## src/rtl/pc_gen_pkg.sv

```systemverilog
// Shared definitions for the IF-stage fetch-address generator:
// FSM state encoding, default reset vector and PC step.
package pc_gen_pkg;

    typedef enum logic [1:0] {
        S_RESET = 2'd0,
        S_FETCH = 2'd1,
        S_HOLD  = 2'd2
    } state_t;

    localparam logic [31:0] PC_RESET_DEFAULT = 32'hBFC0_0000;
    localparam int unsigned PC_INC           = 4;

    function automatic logic is_misaligned(input logic [1:0] lsb);
        return lsb != 2'b00;
    endfunction

endpackage

```

## src/rtl/pc_redirect_buf.sv

```systemverilog
// Holds a branch redirect that arrived while fetch could not advance,
// until the next grant consumes it or a flush discards it.
module pc_redirect_buf
    import pc_gen_pkg::*;
#(
    parameter int ADDR_W = 32
) (
    input  logic              clk,
    input  logic              rst_n,
    input  logic              flush,
    input  logic              branch_flag,
    input  logic [ADDR_W-1:0] branch_addr,
    input  logic              advance,
    output logic              pend_valid,
    output logic [ADDR_W-1:0] pend_addr
);

    logic              r_pend_valid;
    logic [ADDR_W-1:0] r_pend_addr;

    // A newer branch always overwrites an older pending one.
    always_ff @(posedge clk or negedge rst_n) begin
        if (!rst_n) begin
            r_pend_valid <= 1'b0;
            r_pend_addr  <= '0;
        end else if (flush) begin
            r_pend_valid <= 1'b0;
        end else if (branch_flag && !advance) begin
            r_pend_valid <= 1'b1;
            r_pend_addr  <= branch_addr;
        end else if (advance) begin
            r_pend_valid <= 1'b0;
        end
    end

    assign pend_valid = r_pend_valid;
    assign pend_addr  = r_pend_addr;

endmodule

```

## src/rtl/pc_gen.sv

```systemverilog
// IF-stage PC generator: req/gnt fetch to the instruction ROM, delayed-branch redirect,
// stall and flush. Define PC_ALIGN_CHECK_EN to enable misaligned-target detection.
module pc_gen
    import pc_gen_pkg::*;
#(
    parameter int                ADDR_W   = 32,
    parameter logic [ADDR_W-1:0] RESET_PC = ADDR_W'(PC_RESET_DEFAULT)
) (
    input  logic              clk,
    input  logic              rst_n,
    input  logic              stall,
    input  logic              flush,
    input  logic [ADDR_W-1:0] exc_pc,
    input  logic              branch_flag,
    input  logic [ADDR_W-1:0] branch_addr,
    output logic              inst_req,
    output logic [ADDR_W-1:0] inst_addr,
    input  logic              inst_gnt,
    output logic [ADDR_W-1:0] if_pc,
    output logic              if_valid,
    output logic              addr_err,
    output state_t            dbg_state
);

    state_t            r_state;
    logic [ADDR_W-1:0] r_pc;
    logic [ADDR_W-1:0] r_if_pc;
    logic              r_if_valid;

    logic              w_pend_valid;
    logic [ADDR_W-1:0] w_pend_addr;
    logic [ADDR_W-1:0] w_next_pc;
    logic              w_redirect;
    logic              w_inst_req;
    logic              w_advance;
    logic              w_lock;
    logic              w_addr_err;

    pc_redirect_buf #(.ADDR_W(ADDR_W)) u_redirect (
        .clk         (clk),
        .rst_n       (rst_n),
        .flush       (flush),
        .branch_flag (branch_flag),
        .branch_addr (branch_addr),
        .advance     (w_advance),
        .pend_valid  (w_pend_valid),
        .pend_addr   (w_pend_addr)
    );

    assign w_inst_req = (r_state == S_FETCH) && !stall && !w_lock;
    assign w_advance  = w_inst_req && inst_gnt;

    // A branch seen without a grant only fills the redirect buffer; pc stays.
    always_comb begin
        w_next_pc  = r_pc;
        w_redirect = 1'b0;
        if (flush) begin
            w_next_pc  = exc_pc;
            w_redirect = 1'b1;
        end else if (branch_flag && w_advance) begin
            w_next_pc  = branch_addr;
            w_redirect = 1'b1;
        end else if (!branch_flag && w_pend_valid && w_advance) begin
            w_next_pc  = w_pend_addr;
            w_redirect = 1'b1;
        end else if (!branch_flag && w_advance) begin
            w_next_pc  = r_pc + ADDR_W'(PC_INC);
        end
    end

    always_ff @(posedge clk or negedge rst_n) begin
        if (!rst_n) begin
            r_state    <= S_RESET;
            r_pc       <= RESET_PC;
            r_if_pc    <= '0;
            r_if_valid <= 1'b0;
        end else begin
            r_pc       <= w_next_pc;
            r_if_valid <= w_advance && !flush;
            if (w_advance) begin
                r_if_pc <= r_pc;
            end
            case (r_state)
                S_RESET: r_state <= S_FETCH;
                S_FETCH: r_state <= (stall && !flush) ? S_HOLD : S_FETCH;
                S_HOLD:  r_state <= (!stall || flush) ? S_FETCH : S_HOLD;
                default: r_state <= S_RESET;
            endcase
        end
    end

`ifdef PC_ALIGN_CHECK_EN
    logic r_lock;
    logic r_addr_err;

    // Fetch stays parked on a misaligned target until a flush supplies a new one.
    always_ff @(posedge clk or negedge rst_n) begin
        if (!rst_n) begin
            r_lock     <= 1'b0;
            r_addr_err <= 1'b0;
        end else begin
            r_addr_err <= w_redirect && is_misaligned(w_next_pc[1:0]);
            if (w_redirect && is_misaligned(w_next_pc[1:0])) begin
                r_lock <= 1'b1;
            end else if (flush) begin
                r_lock <= 1'b0;
            end
        end
    end

    assign w_lock     = r_lock;
    assign w_addr_err = r_addr_err;
`else
    assign w_lock     = 1'b0;
    assign w_addr_err = 1'b0;
`endif

    assign inst_req  = w_inst_req;
    assign inst_addr = r_pc;
    assign if_pc     = r_if_pc;
    assign if_valid  = r_if_valid;
    assign addr_err  = w_addr_err;
    assign dbg_state = r_state;

endmodule

```

## config.mk

```make
export PLATFORM = sky130hd
export DESIGN_NAME = pc_gen
export DESIGN_NICKNAME = d
export VERILOG_FILES = /design/src/rtl/pc_gen_pkg.sv /design/src/rtl/pc_redirect_buf.sv /design/src/rtl/pc_gen.sv
export SDC_FILE = /design/constraint.sdc
export NUM_CORES = 1
export LEC_CHECK = 0
export CAP_MARGIN = 30
export CELL_PAD_IN_SITES_DETAIL_PLACEMENT = 1
export CELL_PAD_IN_SITES_GLOBAL_PLACEMENT = 1
export CORE_MARGIN = 2
export CORE_UTILIZATION = 33
export DETAILED_ROUTE_END_ITERATION = 16
export PLACE_DENSITY = 0.82
export SYNTH_ARGS = -nofsm -noshare
export SYNTH_HDL_FRONTEND = slang
export SYNTH_HIERARCHICAL = 1
export SYNTH_SLANG_ARGS = --single-unit
```

## constraint.sdc

```tcl
create_clock -name clk -period 2 [get_ports clk]
set_input_delay 0.4 -clock clk [delete_from_list [all_inputs] [get_ports clk]]
set_output_delay 0.4 -clock clk [all_outputs]
set_load 0.01 [all_outputs]
```

==> results.yml, run 1 <==
outcome:
  status: "finished, final reports clean"
floorplan:
  die_w_um: 131
  chipHeight_um: 131
  initial_utilization: 0.337
  core_mm2: 0.0159
  num_rows: 46
  design.die.area_mm2: 0.0172
  ios: 139
timing:
  hold_viol_final: 0
  slew_violations: 0
  fin_crit_sh: 0.978
  tightestPinTransition_ns: 0.606
  finalSetupViolCount: 0
  fin_ws_ns: 0.0441
  clock.fmax_mhz: 511
  skew_ns: 0.00632
  finalCriticalPeriod_ns: 1.96
  relSlewSlack: 0.586
power_and_ir_drop:
  power_density_mw_per_mm2: 799
  ir_drop_uv: 507
  cellLeakagePower_nw: 3.23
  power_mw: 6.14
hold_path:
  hp-class: "in -> async"
finish:
  final_nets: 840
  layout_commonest_cell: "nand2_1"
  insertedDiodeCount: 0
  syn_to_final_growth_pct: 43.7
  post-route-cell-area_mm2: 0.00769
  drive_gt1_frac: 0.187
  instances_no_fill: 990
  layout_common_cells: "nand2_1, clkdlybuf4s50_1, dfrtp_1"
yosys:
  synth_area_mm2: 0.00535
  ys.flop_type: "dfrtp_1"
  ys_warn_count: 6
  yosysSeqAreaShare: 0.470
  synth_nets: 659
  async_flop_share: 1.00
  ys_types: 65
  syn-instance-count: 588
  synth.avg_cell_area_um2: 9.10
  synth_seq_cells: 100
  synth_edf_count: 0
setup_path:
  r2r_setup_slack_ns: 0.10
  cp-end-kind: "primary output"
  crit-reg2reg-launch: "inst_addr[2]"
  path_class: "reg -> out"
  crit_fanout: 5
  arrival_ns: 1.56
  start_kind: "flip-flop"
  critPathRequiredTime_ns: 1.60
  reg2regPathDepth: 6
  crit-reg2reg-capture: "inst_addr[24]"
clocking:
  clkSinkCount: 100
  path_clk_slew_ns: 0.07
  worst_skew_pair.late_latency_ns: 0.36
  numCtsBuffers: 9
  htreeDepth: 3
  hold_buffers: 0
  root_buffer: "clkbuf_16"
  cts_post_setup_buffers_inserted: 0
  clk_path_buf_depth: 2
  cts_tree: "yes"
route:
  antenna_left: 0
  routedWlPerCell_um: 19.6
  drc: 0
  first_pass_iters: 5
  wirelength_um: 19400
  via_count: 5329
  viasPerCell: 5.38
  drt_iter0_drc: 364
global_routing:
  antenna_found_initial: 0
  grt_max_degree: 101
  grt_pass1_wl_um: 31400
  grt_usage: 0.228
  grt_pass1_vias: 5757
  overflow: 0
placement:
  port_buffers: 137
  dpl.hpwl_um: 14400
  place_congestion: 0.863
  place_ws_ns: -0.277
  dp.cells: 974
  dpl-instance-area_mm2: 0.00741
run:
  cap_violations: 0
[sequential cells by signal (all words and copies together), names as in the netlist]
signal	count
dbg_state	2
u_redirect/pend_addr	32
if_pc	32
inst_addr	32
u_redirect/pend_valid	1
if_valid	1
[worst max-delay path by stage]
stage	from	endpoint	slack, ns	cells past startpoint
2_1_floorplan	dbg_state[1]	u_redirect/pend_addr[0]	0.02	8
3_3_place_gp	stall	inst_addr[9]	-0.16	7
3_5_place_dp	stall	inst_addr[9]	-0.28	7
4_1_cts	inst_addr[26]	inst_addr[26]	0.0005	2
5_1_grt	inst_addr[2]	inst_addr[24]	-0.04	6
6_report	inst_addr[28]	inst_addr[28]	0.04	2
[cells in the mapped netlist, types with 2 or more instances]
master | n | area share
o31ai_1 | 3 | 0.0042
buf_6 | 3 | 0.0063
buf_1 | 6 | 0.0042
buf_2 | 9 | 0.0084
and4_1 | 4 | 0.0065
and2_1 | 5 | 0.0058
o211ai_1 | 9 | 0.013
xnor2_1 | 9 | 0.015
nor2_1 | 31 | 0.022
a221oi_1 | 6 | 0.0098
mux2_2 | 31 | 0.065
nand4_1 | 9 | 0.011
nor3_1 | 12 | 0.011
nor2b_1 | 2 | 0.0023
o41ai_1 | 2 | 0.0033
o21ai_0 | 26 | 0.024
o221ai_1 | 14 | 0.023
nor3b_1 | 2 | 0.0028
mux2_1 | 2 | 0.0042
dfrtp_1 | 91 | 0.43
a21oi_1 | 40 | 0.037
and3_1 | 3 | 0.0035
inv_1 | 6 | 0.0042
a22o_1 | 2 | 0.0033
a211oi_1 | 4 | 0.0056
a31oi_1 | 4 | 0.0047
xor2_1 | 8 | 0.013
or4_1 | 2 | 0.0028
nand2_1 | 141 | 0.099
nor4_1 | 6 | 0.0070
a21o_1 | 2 | 0.0028
nand2b_1 | 3 | 0.0035
a22oi_1 | 2 | 0.0028
nand3_1 | 25 | 0.023
dfstp_2 | 9 | 0.044
mux2i_1 | 7 | 0.013
clkbuf_1 | 20 | 0.014
[power by group]
part | total, mW | internal (mW) | switching [mW] | leakage [nW]
Clock | 1.62 | 0.841 | 0.779 | 0.127
Sequential | 2.66 | 2.40 | 0.263 | 1.20
Combinational | 1.86 | 0.988 | 0.869 | 1.90
Total | 6.14 | 4.23 | 1.91 | 3.23
[layer usage]
layer,up-vias,global-route usage,routed length [um]
met3,30,0.0370,980
met4,0,0.0894,470
met1,2673,0.293,8570
met2,166,0.384,9350
li1,2460,-,-
met5,-,0,0
[layout make-up]
class	count	area, um2
inverter	8	30.0
clock buffer	13	240
multi-input combinational	441	2660
clock inverter	3	15.0
timing repair buffer	209	1950
fill	1859	8200
sequential	100	2520
tap	216	270
[metrics by stage]
stage	util	TNS, ns	hold slack (ns)
4_1_cts	0.482	0	0.139
2_1_floorplan	-	0	0.104
3_3_place_gp	0.466	-3.70	0.457
5_1_grt	0.484	-0.0377	0.129
3_5_place_dp	0.466	-8.67	0.467
6_report	0.484	0	0.110
[timing repair]
action / in CTS / in global routing
pin swaps: 0 / 2
setup endpoints to repair: 4 / 6
resized for setup: 5 / 7
[cells by family (layout without fill, tap and decap cells)]
kind of cell	count (synthesis)	in the layout	synth area share
and+or+nand+nor	255	255	0.221
xor gates and xnor gates	17	17	0.0278
muxes	40	40	0.0826
AOI/OAI and AO/OA	126	126	0.154
DFF	100	100	0.470
other	1	1	0.000701
buffers and inverters	47	233	0.0400
adders and majority gates	2	2	0.00421
[critical path, cell delays in order, from the launching register on]
cell and delay, ns:
dfstp_2 0.53, buf_4 0.13, clkdlybuf4s50_1 0.54
Power figures use the tool's default switching activity.
==> inputs of run 2 (changes only) <==
--- a/config.mk
+++ b/config.mk
@@ -12,6 +12,7 @@
 export CORE_UTILIZATION = 33
 export DETAILED_ROUTE_END_ITERATION = 16
 export PLACE_DENSITY = 0.82
+export REMOVE_ABC_BUFFERS = 1
 export SYNTH_ARGS = -nofsm -noshare
 export SYNTH_HDL_FRONTEND = slang
 export SYNTH_HIERARCHICAL = 1
==> run 2 against run 1 <==
Utilization up 0.26 points. Sequential share of layout area shrank 0.17 points. Die area did not move. First-iteration DRC count shrank 3.3%. Via count is 0.19% lower. Sequential cell count unchanged. Maximum frequency is essentially flat. Non-clock buffer count up 5. Worst setup slack about the same. Clock skew rose by 0.0044 ns. Worst hold slack better by 0.37 ns. Largest cell class unchanged.
==> results.yml, run 2 (same netlist as run 1, synthesis figures left out) <==
outcome:
  status: "finished, final reports clean"
setup_path:
  crit-reg2reg-launch: "inst_addr[2]"
  path_class: "reg -> out"
  critPathRequiredTime_ns: 1.60
  start_kind: "flip-flop"
  crit-reg2reg-capture: "inst_addr[8]"
  reg2regPathDepth: 7
  crit_fanout: 5
  r2r_setup_slack_ns: 0.09
  cp-end-kind: "primary output"
  arrival_ns: 1.56
clocking:
  root_buffer: "clkbuf_16"
  clkSinkCount: 100
  htreeDepth: 3
  cts_post_setup_buffers_inserted: 0
  path_clk_slew_ns: 0.07
  clk_path_buf_depth: 2
  worst_skew_pair.late_latency_ns: 0.36
  cts_tree: "yes"
  numCtsBuffers: 9
floorplan:
  die_w_um: 131
  core_mm2: 0.0159
  chipHeight_um: 131
  initial_utilization: 0.337
  design.die.area_mm2: 0.0172
  ios: 139
  num_rows: 46
global_routing:
  overflow: 0
  grt_max_degree: 40
  grt_pass1_vias: 5893
  grt_pass1_wl_um: 31300
  antenna_found_initial: 0
  grt_usage: 0.227
route:
  first_pass_iters: 4
  routedWlPerCell_um: 19.5
  wirelength_um: 19400
  via_count: 5319
  drc: 0
  drt_iter0_drc: 352
  viasPerCell: 5.35
  antenna_left: 0
power_and_ir_drop:
  internal-power_mw: 4.27
  p_seq_frac: 0.431
  power_density_mw_per_mm2: 802
  power_mw: 6.20
  p_sw_mw: 1.93
  p_sw_frac: 0.312
  ir_drop_uv: 424
  cellLeakagePower_nw: 3.28
  clock_power_share: 0.271
  p_comb_frac: 0.299
finish:
  insertedDiodeCount: 0
  fillers: 1832
  utilization: 0.486
  final_nets: 845
  syn_to_final_growth_pct: 44.5
  layout_common_cells: "nand2_1, clkdlybuf4s50_1, dfrtp_1"
  layout_commonest_cell: "nand2_1"
  drive_gt1_frac: 0.191
placement:
  place_congestion: 0.878
  port_buffers: 137
  place_ws_ns: -0.241
  dpl.hpwl_um: 14600
timing:
  slew_violations: 0
  fin_crit_sh: 0.978
  fin_ws_ns: 0.0437
  finalCriticalPeriod_ns: 1.96
  fin_setup_tns_ns: 0
  skew_ns: 0.0107
  clock.fmax_mhz: 511
  rsz0062_at_grt: "no"
  hold_viol_final: 0
  finalSetupViolCount: 0
hold_path:
  hp-start: "if_pc[5]"
  hold_path_end: "if_pc[5]"
  holdPathStages: 2
  hp-class: "reg -> reg"
run:
  cap_violations: 0
## run 2: cell count changes in the layout (fill, tap and decap cells not counted), sizes merged
cell           previous run  this run
buf                      74        78
clkbuf                   13        12
clkdlybuf4s50           130       129
clkinv                    4         3
clkinvlp                  0         2
dlygate4sd2               4         3
dlygate4sd3               0         1
dlymetal6s2s              1         3
## run 2: how the worst max path moves through the flow
stage / start / to / slack (ns) / cells past startpoint
3_3_place_gp: stall / inst_addr[27] / -0.15 / 8
2_1_floorplan: dbg_state[1] / inst_addr[15] / -3.07 / 6
4_1_cts: inst_addr[6] / inst_addr[6] / 0.005 / 2
6_report: inst_addr[27] / inst_addr[27] / 0.04 / 2
3_5_place_dp: stall / inst_addr[28] / -0.24 / 7
5_1_grt: inst_addr[24] / inst_addr[24] / 0.01 / 2
## run 2: metrics by stage
step                cells  hold slack (ns)  cell area (um2)
finish                995            0.481             7730
global route          995            0.513             7730
CTS                   995            0.480             7710
detailed placement    978            0.373             7420
global placement      978            0.373             7420
floorplan             549            0.104             5160
## run 2: cell type report
class	count	area [um2]	area share
Multi-Input combinational cell	441	2650	0.343
Clock inverter	4	25.0	0.00324
Clock buffer	12	246	0.0319
Timing Repair Buffer	214	1990	0.257
Tap cell	216	270	0.0350
Inverter	8	30.0	0.00389
Sequential cell	100	2520	0.326
## run 2: power by group through the flow
stage               clock (mW)  combinational [mW]  sequential, mW
global placement             0                1.79            2.67
global route              1.79                2.01            2.72
CTS                       1.70                1.87            2.67
floorplan                    0               0.583            2.80
finish                    1.68                1.85            2.67
detailed placement           0                1.86            2.70
## run 2: layer usage
layer | track usage | wire, um | share of wire
met3 | 0.0509 | 1050 | 0.054
met2 | 0.390 | 9500 | 0.49
met4 | 0.0580 | 267 | 0.014
met5 | 0 | 0 | 0
met1 | 0.289 | 8570 | 0.44
## run 2: repair_timing
item | in CTS | in global routing
pin swaps | 0 | 1
endpoints found under the hold margin | 13 | 0
gates resized for setup | 5 | 7
setup endpoints to repair | 5 | 10
hold buffers | 1 | 0
## run 2: critical path, stage by stage, from the launching register on
cell             delay [ns]
dfstp_2                0.53
buf_4                  0.14
clkdlybuf4s50_1        0.53
